===== src/rtl/wb_ram512x8_ctrl.sv =====
// Wishbone slave that splits each 32-bit access into four byte accesses on a 512x8 sync RAM.
// Write ack 5 cycles after accept, read ack 6; no backpressure, dropping wb_cyc_i aborts.
module wb_ram512x8_ctrl (
  input  logic        clk_i,
  input  logic        rst_in,
  input  logic        wb_cyc_i,
  input  logic        wb_stb_i,
  input  logic        wb_we_i,
  input  logic [6:0]  wb_adr_i,
  input  logic [3:0]  wb_sel_i,
  input  logic [31:0] wb_dat_i,
  output logic [31:0] wb_dat_o,
  output logic        wb_ack_o,
  output logic        ram_wen_o,
  output logic [8:0]  ram_adr_o,
  output logic [7:0]  ram_dat_o,
  input  logic [7:0]  ram_dat_i
);

  typedef enum logic [2:0] {IDLE, WR, RD, RD_LAST, ACK} state_t;

  state_t      state, state_nxt;
  logic [1:0]  k;
  logic [6:0]  adr_q;
  logic [3:0]  sel_q;
  logic [31:0] dat_q;
  logic [23:0] rd_q;
  logic        req;

  assign req = wb_cyc_i & wb_stb_i;

  always_ff @(posedge clk_i or negedge rst_in) begin
    if (!rst_in) begin
      state    <= IDLE;
      k        <= 2'd0;
      adr_q    <= 7'd0;
      sel_q    <= 4'd0;
      dat_q    <= 32'd0;
      rd_q     <= 24'd0;
      wb_dat_o <= 32'd0;
    end else begin
      state <= state_nxt;
      case (state)
        IDLE: begin
          if (req) begin
            adr_q <= wb_adr_i;
            sel_q <= wb_sel_i;
            dat_q <= wb_dat_i;
            k     <= 2'd0;
          end
        end
        WR: k <= k + 2'd1;
        RD: begin
          k <= k + 2'd1;
          // RAM data lags its address by one cycle, so byte k-1 arrives while k is presented.
          case (k)
            2'd1:    rd_q[7:0]   <= ram_dat_i;
            2'd2:    rd_q[15:8]  <= ram_dat_i;
            2'd3:    rd_q[23:16] <= ram_dat_i;
            default: ;
          endcase
        end
        RD_LAST: begin
          // The visible read word only changes when a read completes.
          if (wb_cyc_i) wb_dat_o <= {ram_dat_i, rd_q};
        end
        default: ;
      endcase
    end
  end

  always_comb begin
    state_nxt = state;
    wb_ack_o  = 1'b0;
    ram_wen_o = 1'b0;
    ram_adr_o = 9'd0;
    ram_dat_o = 8'd0;
    case (state)
      IDLE: begin
        if (req) state_nxt = wb_we_i ? WR : RD;
      end
      WR: begin
        ram_adr_o = {adr_q, k};
        ram_dat_o = dat_q[{k, 3'b000} +: 8];
        ram_wen_o = sel_q[k];
        if (!wb_cyc_i)      state_nxt = IDLE;
        else if (k == 2'd3) state_nxt = ACK;
      end
      RD: begin
        ram_adr_o = {adr_q, k};
        if (!wb_cyc_i)      state_nxt = IDLE;
        else if (k == 2'd3) state_nxt = RD_LAST;
      end
      RD_LAST: begin
        state_nxt = wb_cyc_i ? ACK : IDLE;
      end
      ACK: begin
        wb_ack_o  = 1'b1;
        state_nxt = IDLE;
      end
      default: state_nxt = IDLE;
    endcase
  end

endmodule


===== config.mk =====
export PLATFORM = sky130hd
export DESIGN_NAME = wb_ram512x8_ctrl
export DESIGN_NICKNAME = d
export VERILOG_FILES = /design/src/rtl/wb_ram512x8_ctrl.sv
export SDC_FILE = /design/constraint.sdc
export NUM_CORES = 1
export LEC_CHECK = 0
export BUFFER_PORTS_ARGS = -buffer_cell sky130_fd_sc_hd__buf_2
export CAP_MARGIN = 20
export CORE_ASPECT_RATIO = 1.2
export CORE_MARGIN = 1.5
export CORE_UTILIZATION = 50
export CTS_BUF_LIST = sky130_fd_sc_hd__clkbuf_4 sky130_fd_sc_hd__clkbuf_8
export DETAILED_ROUTE_END_ITERATION = 10
export PLACE_DENSITY_LB_ADDON = 0.05
export SYNTH_ARGS = -nofsm -noshare
export SYNTH_HDL_FRONTEND = slang
export SYNTH_SLANG_ARGS = --single-unit

===== constraint.sdc =====
create_clock -name clk_i -period 3.65 [get_ports clk_i]
set_input_delay 0 -clock clk_i [delete_from_list [all_inputs] [get_ports clk_i]]
set_output_delay 0 -clock clk_i [all_outputs]
set_load 0.01 [all_outputs]

* Word-level counts from Yosys, hierarchy flattened *
Cells that the tools add are included.

word-level totals
  flip-flop bits (word level) = 104
  input port bits = 56
  output and inout port bits = 51

operators by class
  add/subtract/negate cells = 1
  magnitude comparators = 1
  equal/unequal tests = 10
  shift-type cells = 1
  multiplexer cells = 16
  bitwise gates (word level) = 1
  reduce and logical (&&, ||, !) cells = 10

operators with widths
  kind                 number
  $shiftx 32x6->8      1
  $mux 3               6
  $pmux 3 s4           1
  $reduce_and 2->1     6
  $mux 9               1
  $mux 8               1
  $eq 3x2->1 const B   2
  $ne 3x3->1 const B   2
  $eq 2x2->1 const B   2
  $mux 2               2
  $pmux 2 s2           1
  $eq 3x1->1 const B   1
  $eq 3x3->1 const B   1
  $logic_not 3->1      1
  $lt 2x3->1 const B   1
  $mux 1               3
  $reduce_and 3->1     1
  $add 2x1->2 const B  1
  $bmux 1 s2           1
  $eq 2x1->1 const B   1
  $ne 2x2->1 const B   1
  $reduce_bool 2->1    1
  $reduce_or 2->1      1
  $and 1x1->1          1

* Logic depth before layout (Yosys ltp) *
  depth in word-level cells = 4
  gate-level depth with buffers = 6
  mapped depth without buffers = 5

* Least setup slack after synthesis *
OpenSTA, ideal clock, no wires.

  path type = flip-flop to flip-flop
  from = reg k[0]
  to = reg rd_q[10]
  arrival time = 1.406 ns
  setup slack = 2.119 ns
  cell stages (with the launch flop) = 7
  period minus slack after synthesis = 1.531 ns
  cell sequence = dfrtp_1 -> buf_6 -> inv_1 -> ha_1 -> and2_4 -> buf_8 -> mux2_4

on the way
  longest elaborated chain between the ends = 2

RTL lines
  element                            RTL line  text
  start, declared                    23        logic [1:0] k;
  start signal, assigned             52        WR: k <= k + 2'd1;
  start signal, assigned             54        k <= k + 2'd1;
  $eq 2x2->1                         56        case (k)
  $reduce_and 2->1 (no source line)  n/a
  end signal, assigned               58        2'd2: rd_q[15:8] <= ram_dat_i;
  end, declared                      27        logic [23:0] rd_q;

No other way between the ends.
A chain may end at the register's enable or synchronous reset.

* Worst setup path after layout *
  from = reg state[0]
  to = reg wb_dat_o[20]

on the way
  longest elaborated chain between the ends = 2

RTL lines
  element                            RTL line  text
  start, declared                    22        state_t state, state_nxt;
  start signal, assigned             42        state <= state_nxt;
  $eq 3x2->1                         43        case (state)
  $reduce_and 2->1 (no source line)  n/a
  end signal, assigned               65        if (wb_cyc_i) wb_dat_o <= {ram_dat_i, rd_q};
  end, declared                      12        output logic [31:0] wb_dat_o,

No other way between the ends.

==> flow_summary.rst <==
.. list-table::
   :header-rows: 1

   * - Metric
     - Value
   * - First-pass GRT wire length
     - 14,600 µm
   * - Reg-to-Reg End
     - wb_dat_o[20]$_DFFE_PN0P_
   * - Post-route worst hold slack
     - 0.0211 ns
   * - Die width
     - 91.6 µm
   * - CP Capture Type
     - flop
   * - Final antenna-violating net count
     - 0
   * - Weighted congestion reported at the end of routability-driven placement
     - 0.756
   * - Cell chain of the critical path
     - nand3_2 > mux2_2
   * - Total Die Area
     - 10,000 µm²
   * - Critical path data arrival time
     - 2.53 ns
   * - Actual slew at the worst max-slew pin
     - 0.861 ns
   * - Clock transition at the register clock pins on the worst setup and hold paths after CTS
     - 0.10 ns
   * - Reg2reg path depth
     - 2
   * - Req. time, crit path
     - 3.91 ns
   * - Port Buffers
     - 106
   * - Portion of the post-synthesis area used by sequential elements
     - 55.3%
   * - TritonCTS Buffers
     - 9
   * - Ratio of cells with drive above 1 in the final layout
     - 53.0%
   * - Crit-path slowest cell
     - sky130_fd_sc_hd__nand3_2
   * - Critical path peak fanout
     - 32
   * - Layout overhead on the synthesized area
     - 27.6%
   * - Period Utilization, post-route
     - 62.1%
   * - Setup repair after global routing missed its margin
     - no
   * - Die Y-Extent
     - 109 µm
   * - Post-CTS setup buffer count
     - 0
   * - Syn. warnings
     - 0
   * - Place WS
     - 1.37 ns
   * - Maximum level of the CTS H-tree
     - 3
   * - Max IR drop VDD
     - 0.296 mV
   * - Startpoint of the lowest-slack register-to-register path
     - state[0]$_DFFE_PN0P_
   * - Number of max-capacitance violations reported
     - 0
   * - Initial drt markers
     - 71
   * - Number of vias after detailed routing
     - 2,783
   * - Routed vias/inst
     - 4.94
   * - Core Region
     - 9080 µm²
   * - Normalized max-slew margin
     - 42.5%
   * - Ports placed on the boundary
     - 107
   * - Top delay family on crit path
     - simple AND/OR/NAND/NOR gates
   * - Number of sinks on the clock net
     - 104
   * - Hold-critical path depth
     - 3
   * - Worst reg-to-reg setup slack
     - 1.38 ns
   * - Mean Syn Cell Area
     - 16.7 µm²
   * - Root cell of the clock tree
     - sky130_fd_sc_hd__clkbuf_8
   * - Detailed-router iteration count before antenna repair
     - 4
   * - Final WS setup
     - 1.38 ns
   * - Final setup violation count
     - 0
   * - Clock power share
     - 20.1%
   * - Sum of buffers and inverters on the critical path
     - 0
   * - Terminating pin of the worst hold path
     - state[2]$_DFFE_PN0P_
   * - Switching Power
     - 1050 µW
   * - Clock tree buffer depth
     - 2
   * - Total power
     - 3730 µW
   * - Clock period minus final worst setup slack
     - 2.27 ns
   * - Total congestion overflow after global routing
     - 0
   * - Maximum number of pins on one net before global-route repair
     - 87
   * - Post-synthesis sequential element count
     - 104
   * - Pint
     - 2690 µW
   * - Antenna violations before repair
     - 0
   * - Net total in the final layout
     - 497
   * - Sequential share of power
     - 48.9%
   * - Cell Rows
     - 38
   * - Final worst clock skew
     - 0.0122 ns
   * - Total length of routed wires
     - 9070 µm
   * - Cell count after synthesis
     - 282
   * - Placement Cell Area
     - 5220 µm²
   * - Combinational cell fraction of total power
     - 31.0%
   * - Fin area
     - 6000 µm²
   * - Number of global-route vias before repair
     - 3,010
   * - Post-synth cell types
     - 33
   * - Total Negative Setup Slacks
     - 0 ns
   * - Clock tree from TritonCTS
     - yes
   * - Share of total power consumed by net switching
     - 28.0%
   * - Estimated wirelength of the detail-placed design
     - 5420 µm
   * - Worst hold path type
     - in -> reg
   * - Hold Crit Start
     - wb_cyc_i
   * - Average wire length per cell after detail routing
     - 16.1 µm
   * - Number of nets in the synthesized netlist
     - 341
   * - Number of remaining DRC errors
     - 0
   * - Max Freq
     - 0.441 GHz
   * - Diodes inserted
     - 0
   * - Starting density of the core
     - 51.8%
   * - Post-Syn Area
     - 4700 µm²
   * - Startpoint class of the critical path
     - flop
   * - Number of endpoints with negative hold slack in the final report
     - 0
   * - Clk Latency, worst-skew pair
     - 0.37 ns
   * - Worst setup path category
     - reg -> reg
   * - Worst path max stage delay
     - 0.82 ns
   * - Result of the run
     - completed
   * - Max-slew violation total from the final report
     - 0
   * - Standby leakage power
     - 0.00301 µW
   * - Overall fraction of global-route tracks in use
     - 19.4%
   * - Ratio of total power to cell area
     - 622 nW/µm²
## worst max path at each step
| stage | from | to | slack (ns) | cells past startpoint |
|---|---|---|---|---|
| after CTS | state[0]$_DFFE_PN0P_ | wb_dat_o[15]$_DFFE_PN0P_ | 1.35 | 2 |
| after detailed placement | state[0]$_DFFE_PN0P_ | wb_dat_o[15]$_DFFE_PN0P_ | 1.37 | 2 |
| after floorplan | k[0]$_DFFE_PN0P_ | rd_q[10]$_DFFE_PN0P_ | 2.12 | 6 |
| after global routing | state[0]$_DFFE_PN0P_ | wb_dat_o[1]$_DFFE_PN0P_ | 1.20 | 2 |
| after global placement | state[0]$_DFFE_PN0P_ | wb_dat_o[31]$_DFFE_PN0P_ | 1.42 | 2 |
| final | state[0]$_DFFE_PN0P_ | wb_dat_o[20]$_DFFE_PN0P_ | 1.38 | 2 |
## what timing repair did
| item | CTS | global route |
|---|---|---|
| hold buffers | 54 | 0 |
| endpoints found under the hold margin | 161 | 0 |
| resized for setup | 0 | 0 |
## through the flow
| stage | util (%) | cells |
|---|---|---|
| 2_1_floorplan | - | 282 |
| 3_3_place_gp | 57.5 | 492 |
| 3_5_place_dp | 57.5 | 492 |
| 4_1_cts | 65.8 | 562 |
| 5_1_grt | 66.1 | 563 |
| 6_report | 66.1 | 563 |
## power groups by stage
stage / logic [µW] / clock network [µW] / registers (µW)
detailed placement: 1120 / 0 / 1850
floorplan: 837 / 0 / 1800
CTS: 1170 / 775 / 1830
global placement: 1100 / 0 / 1840
global route: 1250 / 823 / 1880
finish: 1160 / 751 / 1820
## sequential cells by signal, summed over array words and instances, names as in the netlist
register and flops:
sel_q 4, state 3, wb_dat_o 32, adr_q 7
rd_q 24, dat_q 32, k 2
## layout by cell type (no fill, tap or decap), types with 8 or more instances in the layout
master,count
sky130_fd_sc_hd__buf_2,105
sky130_fd_sc_hd__dfrtp_1,104
sky130_fd_sc_hd__mux2_4,63
sky130_fd_sc_hd__dlygate4sd3_1,54
sky130_fd_sc_hd__mux2_2,32
sky130_fd_sc_hd__clkbuf_8,11
sky130_fd_sc_hd__and3_1,10
sky130_fd_sc_hd__mux4_2,9
sky130_fd_sc_hd__and2_1,8
## worst register-to-register path: cells and delay by family, from the launching register on
family           cells  cell delay, ns
and+or+nand+nor      1            0.82
DFF                  1            0.77
muxes                1            0.57
## cells by family (layout without fill, tap and decap cells)
| kind of cell | after synthesis | in the layout | synth area share, % |
|---|---|---|---|
| XOR/XNOR | 1 | 1 | 0.186 |
| flip-flops | 104 | 104 | 55.3 |
| AND/OR/NAND/NOR | 34 | 34 | 4.97 |
| adder cells (fa/ha/maj) | 3 | 3 | 0.798 |
| buffers and inverters | 21 | 182 | 4.02 |
| multiplexers | 109 | 109 | 33.2 |
| AO/OA/AOI/OAI | 10 | 10 | 1.46 |
## layout make-up
cell class	count	area (µm²)
Clock buffer	11	151
Clock inverter	5	62.6
Fill cell	660	3080
Inverter	4	15.0
Multi-Input combinational cell	157	1910
Sequential cell	104	2600
Tap cell	120	150
Timing Repair Buffer	162	1110
## metal layers
| layer | global-route usage (%) | part of all wire [%] | vias to the layer above |
|---|---|---|---|
| met2 | 32.7 | 50 | 74 |
| met1 | 23.4 | 43 | 1379 |
| met5 | 0 | 0 | - |
| li1 | - | - | 1313 |
| met4 | 9.15 | 2.4 | 0 |
| met3 | 4.74 | 3.9 | 17 |
## cells in the mapped netlist, drive strengths merged
library cell / number / area [µm²]
and2: 11 / 76.3
ha: 3 / 37.5
and3: 11 / 73.8
o211ai: 1 / 7.51
a211oi: 2 / 15.0
xnor2: 1 / 8.76
inv: 4 / 15.0
nor3b: 2 / 26.3
nand2: 1 / 3.75
clkbuf: 1 / 3.75
mux4: 9 / 203
o21bai: 1 / 7.51
o211a: 1 / 10.0
dfrtp: 104 / 2600
o21ai: 2 / 10.0
a21oi: 1 / 5.00
buf: 16 / 170
nor2: 4 / 15.0
nor2b: 1 / 13.8
nor3: 3 / 15.0
mux2i: 1 / 10.0
a31oi: 1 / 6.26
a21boi: 1 / 7.51
mux2: 99 / 1350
nand3: 1 / 10.0
(Power assumes the default switching activity.)
